--- src/rtl/fpu_sched.sv ---
// FPU issue scheduler: dispatches one op per cycle to add/mul/div/sqrt/compare units
// and reserves writeback slots so the single result port never collides.
`timescale 1ns/1ps
module fpu_sched #(
  parameter int TAGW     = 5,
  parameter int LAT_ADD  = 3,
  parameter int LAT_MUL  = 2,
  parameter int LAT_DIV  = 10,
  parameter int LAT_SQRT = 10
) (
  input  logic            clk,
  input  logic            rst,
  input  logic            req_valid,
  output logic            req_ready,
  input  logic [2:0]      req_op,
  input  logic [31:0]     req_a,
  input  logic [31:0]     req_b,
  input  logic [TAGW-1:0] req_tag,
  output logic [31:0]     u_a,
  output logic [31:0]     u_b,
  output logic [3:0]      u_start,
  input  logic [31:0]     res_add,
  input  logic [31:0]     res_mul,
  input  logic [31:0]     res_div,
  input  logic [31:0]     res_sqrt,
  input  logic            res_isneg,
  input  logic            res_iszero,
  input  logic            res_less,
  output logic            wb_valid,
  output logic [31:0]     wb_data,
  output logic [TAGW-1:0] wb_tag,
  output logic            busy
);

  localparam logic [2:0] SRC_ADD = 3'd0, SRC_MUL = 3'd1, SRC_DIV = 3'd2, SRC_SQRT = 3'd3,
                         SRC_NEG = 3'd4, SRC_ZERO = 3'd5, SRC_LESS = 3'd6;

  typedef struct packed {
    logic            vld;
    logic [2:0]      src;
    logic [TAGW-1:0] tag;
  } sb_ent_t;

  // sb_q[k] holds the op whose unit result is on the res_* bus k cycles from now
  sb_ent_t sb_q [16];
  sb_ent_t sb_d [16];

  logic [3:0]      div_cnt_q, div_cnt_d, sqrt_cnt_q, sqrt_cnt_d;
  logic            wb_valid_q;
  logic [31:0]     wb_data_q;
  logic [TAGW-1:0] wb_tag_q;

  logic [3:0]  lat;
  logic [2:0]  src;
  logic [3:0]  start;
  logic        acc;
  sb_ent_t     new_ent, head;
  logic [31:0] head_data;

  always_comb begin
    lat   = 4'd0;
    src   = SRC_ADD;
    start = 4'b0000;
    case (req_op)
      3'd0, 3'd1: begin lat = 4'(LAT_ADD);  src = SRC_ADD;  start = 4'b0001; end
      3'd2:       begin lat = 4'(LAT_MUL);  src = SRC_MUL;  start = 4'b0010; end
      3'd3:       begin lat = 4'(LAT_DIV);  src = SRC_DIV;  start = 4'b0100; end
      3'd4:       begin lat = 4'(LAT_SQRT); src = SRC_SQRT; start = 4'b1000; end
      3'd5:       src = SRC_NEG;
      3'd6:       src = SRC_ZERO;
      default:    src = SRC_LESS;
    endcase
  end

  assign req_ready = !sb_q[lat].vld
                   && !(start[2] && div_cnt_q != 4'd0)
                   && !(start[3] && sqrt_cnt_q != 4'd0);
  assign acc       = req_valid && req_ready;

  assign u_a     = req_a;
  assign u_b     = (req_op == 3'd1) ? {~req_b[31], req_b[30:0]} : req_b;
  assign u_start = acc ? start : 4'b0000;

  assign new_ent = '{vld: 1'b1, src: src, tag: req_tag};

  always_comb begin
    for (int k = 0; k < 15; k++) sb_d[k] = sb_q[k+1];
    sb_d[15] = '0;
    if (acc && lat != 4'd0) sb_d[lat - 4'd1] = new_ent;
  end

  // zero-latency ops bypass the scoreboard and claim the current slot directly
  assign head = (acc && lat == 4'd0) ? new_ent : sb_q[0];

  always_comb begin
    head_data = '0;
    case (head.src)
      SRC_ADD:  head_data = res_add;
      SRC_MUL:  head_data = res_mul;
      SRC_DIV:  head_data = res_div;
      SRC_SQRT: head_data = res_sqrt;
      SRC_NEG:  head_data = {31'b0, res_isneg};
      SRC_ZERO: head_data = {31'b0, res_iszero};
      SRC_LESS: head_data = {31'b0, res_less};
      default:  head_data = '0;
    endcase
  end

  always_comb begin
    div_cnt_d  = (div_cnt_q  != 4'd0) ? div_cnt_q  - 4'd1 : 4'd0;
    sqrt_cnt_d = (sqrt_cnt_q != 4'd0) ? sqrt_cnt_q - 4'd1 : 4'd0;
    if (acc && start[2]) div_cnt_d  = 4'(LAT_DIV);
    if (acc && start[3]) sqrt_cnt_d = 4'(LAT_SQRT);
  end

  always_ff @(posedge clk or posedge rst) begin
    if (rst) begin
      for (int k = 0; k < 16; k++) sb_q[k] <= '0;
      div_cnt_q  <= '0;
      sqrt_cnt_q <= '0;
      wb_valid_q <= 1'b0;
      wb_data_q  <= '0;
      wb_tag_q   <= '0;
    end else begin
      for (int k = 0; k < 16; k++) sb_q[k] <= sb_d[k];
      div_cnt_q  <= div_cnt_d;
      sqrt_cnt_q <= sqrt_cnt_d;
      wb_valid_q <= head.vld;
      if (head.vld) begin
        wb_data_q <= head_data;
        wb_tag_q  <= head.tag;
      end
    end
  end

  always_comb begin
    busy = (div_cnt_q != 4'd0) || (sqrt_cnt_q != 4'd0);
    for (int k = 0; k < 16; k++) busy = busy || sb_q[k].vld;
  end

  assign wb_valid = wb_valid_q;
  assign wb_data  = wb_data_q;
  assign wb_tag   = wb_tag_q;

endmodule
--- config.mk ---
export PLATFORM = sky130hd
export DESIGN_NAME = fpu_sched
export DESIGN_NICKNAME = d
export VERILOG_FILES = /design/src/rtl/fpu_sched.sv
export SDC_FILE = /design/constraint.sdc
export NUM_CORES = 1
export LEC_CHECK = 0
export CAP_MARGIN = 20
export CORE_UTILIZATION = 25
export CTS_CLUSTER_SIZE = 16
export DETAILED_ROUTE_END_ITERATION = 8
export PLACE_DENSITY = 0.54
export SLEW_MARGIN = 40
export SYNTH_ARGS = -nofsm -noshare
export SYNTH_HDL_FRONTEND = slang
export SYNTH_SLANG_ARGS = --single-unit
--- constraint.sdc ---
create_clock -name clk -period 10.45 [get_ports clk]
set_input_delay 2.09 -clock clk [delete_from_list [all_inputs] [get_ports clk]]
set_output_delay 2.09 -clock clk [all_outputs]
set_load 0.01 [all_outputs]
==> metrics.md <==
| Metric | Value |
|---|---|
| Status | `finished, final reports clean` |
| Rows | `64` |
| Vias per cell | `approximately 4.2` |
| Post-synthesis cell type count | `51` |
| Worst path max stage delay | `0.74 ns` |
| Sw power | `roughly 0.49 mW` |
| Hold-fix buffers, CTS | `0` |
| Critical path type | `in -> out` |
| R2r endpoint | `wb_data[9]` |
| Fin Clk Skew | `approximately 0.012 ns` |
| Initial antenna violation count | `2` |
| CP required | `around 8.4 ns` |
| Remaining Overflow, GRT | `0` |
| RD Place Congestion | `0.7514` |
| Ys flop type | `dfrtp_1` |
| Slew @ Worst Pin | `~0.73 ns` |
| Post-CTS Setup Repair Bufs | `0` |
| Num ports | `314` |
| Reg2reg start | `sb_q[143]` |
| Routed WL | `17290 um` |
| Most common cell after layout, fill and taps aside | `dfrtp_1` |
| DIE WIDTH | `177.8 um` |
| Max-Cap Viols | `0` |
| Number of diodes | `0` |
| Startpoint types | `primary input` |
| Cells after synthesis | `644` |
| Largest cells by area after synthesis | `dfrtp_1, mux2i_1, buf_4, clkbuf_1, mux2_2` |
| Slew headroom | `51.02%` |
| Power share of the clock group | `36.4%` |
| Setup TNS | `0 ns` |
| Port bufs | `around 190` |
| H-tree depth | `4` |
| Final worst path period need | `6.510 ns` |
| Crit. End Element | `output pin` |
| Power Density | `183.7 nW/um2` |
| Cell taking the most area after synthesis | `dfrtp_1` |
| Die footprint | `31620 um2` |
| Worst min path class | `reg -> reg` |
| Initial Util | `25.33%` |
| Core area | `slightly above 30000 um2` |
| Router iterations before antenna repair | `4` |
| P_int | `approximately 1.3 mW` |
| Worst-Skew Late Latency | `0.43 ns` |
| Starting DRC count in detailed routing | `approximately 190` |
| Area Overhead vs Synth | `26.84%` |
| Gate power share | `16.8%` |
| TritonCTS Buffers | `17` |
| Chip height | `roughly 180 um` |
| RSZ-0062 raised after global routing | `false` |
| Fin. Hold Viols | `0` |
| CP max-delay cell | `clkdlybuf4s50_1` |
| Post-cts repair resize count | `0` |
| Wirelength per Cell | `16.01 um` |
| Post-Synthesis Cell Area | `7729 um2` |
| Leak | `between 4 and 5 nW` |
| Fraction of layout cells with a size suffix above 1 | `a little over a tenth` |
| Final ANT Viol Nets | `0` |
| Maximum clock frequency | `153.6 MHz` |
| Vias in the first global route | `between 4000 and 5000` |
| GR Util All Layers | `a little over a tenth` |
| Max clock buf depth | `2` |
| CP bufs+invs | `2` |
| First-pass GRT wire length | `26270 um` |
| Crit-path leading delay family | `buffers and inverters` |
| Clock transition at path regs | `0.08 ns` |
| Yosys top cell area share | `61.52%` |
| R2R cell count | `6` |
| Seq pwr share | `between 40% and 50%` |
| Hpwl dp | `12000 um` |
| Synth async-reset ratio | `100.0%` |
| Crit path top cell by count | `clkdlybuf4s50_1` |
| Hold Slack | `0.3427 ns` |
| Final period utilization | `about 62%` |
| Setup Viol. Count Final | `0` |
| Minimum setup slack among reg-to-reg paths | `7.63 ns` |
| Clk root buf | `clkbuf_16` |
| Min-delay src | `sb_q[132]` |
| Crit path max fanout | `11` |
| Hold-critical path depth | `0` |
| Max VDD drop | `around 0.09 mV` |
| Slew Limit Fails | `0` |
| Sw frac | `26.94%` |
| # DRC | `0` |
| Yosys reg bits | `190` |
| CTS tree | `yes` |
| Worst EP arrival | `4.42 ns` |
| Synth Area per Inst | `12.00 um2` |
| Final #Nets | `877` |
| Yosys warnings | `0` |
| CP Cell Sequence | `clkdlybuf4s50_1 -> nor4b_2 -> a32oi_4 -> nor3_1 -> clkdlybuf4s50_1` |
| Most frequent cells in the layout | `dfrtp_1, clkdlybuf4s50_1, mux2i_1` |
| Via Count | `4506` |
| Share of the yosys chip area belonging to registers | `between 60% and 70%` |
| # clock sinks | `190` |
| Largest net degree at the start of global routing | `106` |
| Min-Delay Endpoint | `sb_q[141]` |
| Post-synth EDFFs | `0` |
-- power by group through the flow --
stage | combinational [mW] | clock (mW) | sequential (mW)
after floorplan | 0.182 | 0 | 0.864
after global placement | 0.306 | 0 | 0.858
after detailed placement | 0.309 | 0 | 0.861
after CTS | 0.310 | 0.688 | 0.846
after global routing | 0.329 | 0.717 | 0.854
final | 0.302 | 0.655 | 0.844
-- synth_stat cells, types with 8 or more instances --
master,count
o221ai_1,19
dfrtp_1,190
inv_1,9
nand2_1,29
clkbuf_1,117
nor2_1,8
buf_4,67
nand3_1,26
mux2i_1,52
mux2_2,15
a22o_1,12
o211ai_1,13
-- cell families after synthesis --
group | Yosys count | synth area share, %
buffers and inverters | 204 | 13.70
muxes | 67 | 8.920
other | 1 | 0.04852
and+or+nand+nor | 108 | 7.803
DFF | 190 | 61.52
AOI/OAI and AO/OA | 73 | 7.900
xor gates and xnor gates | 1 | 0.1133
-- stage by stage --
step                instance area (um2)  setup slack [ns]  utilization [%]  power, mW  cells
floorplan                          7759             3.190                -      1.046    652
global placement                   9184             4.021            30.10      1.164   1047
global route                       9803             3.722            32.13      1.900   1080
finish                             9803             3.940            32.13      1.801   1080
CTS                                9801             3.950            32.12      1.845   1080
detailed placement                 9199             3.961            30.15      1.169   1048
-- layout make-up --
| type | count | area (um2) |
|---|---|---|
| clock buffer | 18 | 429.2 |
| clock inverter | 14 | 172.7 |
| fill | 3059 | 20710 |
| inverter | 9 | 41.29 |
| multi-input combinational | 258 | 1968 |
| sequential | 190 | 4755 |
| tap | 396 | 495.5 |
| timing repair buffer | 195 | 1942 |
-- sequential cells by signal, summed over array words and instances, names as in the netlist --
name and cells:
wb_data 32, sb_q 144, sqrt_cnt_q 4, wb_valid 1, div_cnt_q 4, wb_tag 5
-- per-layer routing --
metal / wire length [um] / GRT usage, % / vias to the layer above
met5: 10 / 0 / -
met4: 179 / 2.635 / 2
met3: 1749 / 4.392 / 31
met2: 8188 / 18.44 / 165
met1: 7163 / 12.87 / 2222
li1: - / - / 2086
-- worst max path at each step --
| stage | cells past startpoint | slack [ns] | endpoint | from |
|---|---|---|---|---|
| final | 5 | 3.94 | u_start[3] | req_op[2] |
| after global routing | 5 | 3.72 | u_start[3] | req_op[2] |
| after CTS | 5 | 3.95 | u_start[3] | req_op[2] |
| after detailed placement | 5 | 3.96 | u_start[3] | req_op[2] |
| after global placement | 5 | 4.02 | u_start[3] | req_op[2] |
| after floorplan | 1 | 3.19 | div_cnt_q[0] | rst |
Note: power is estimated with default switching activity, not from simulation.
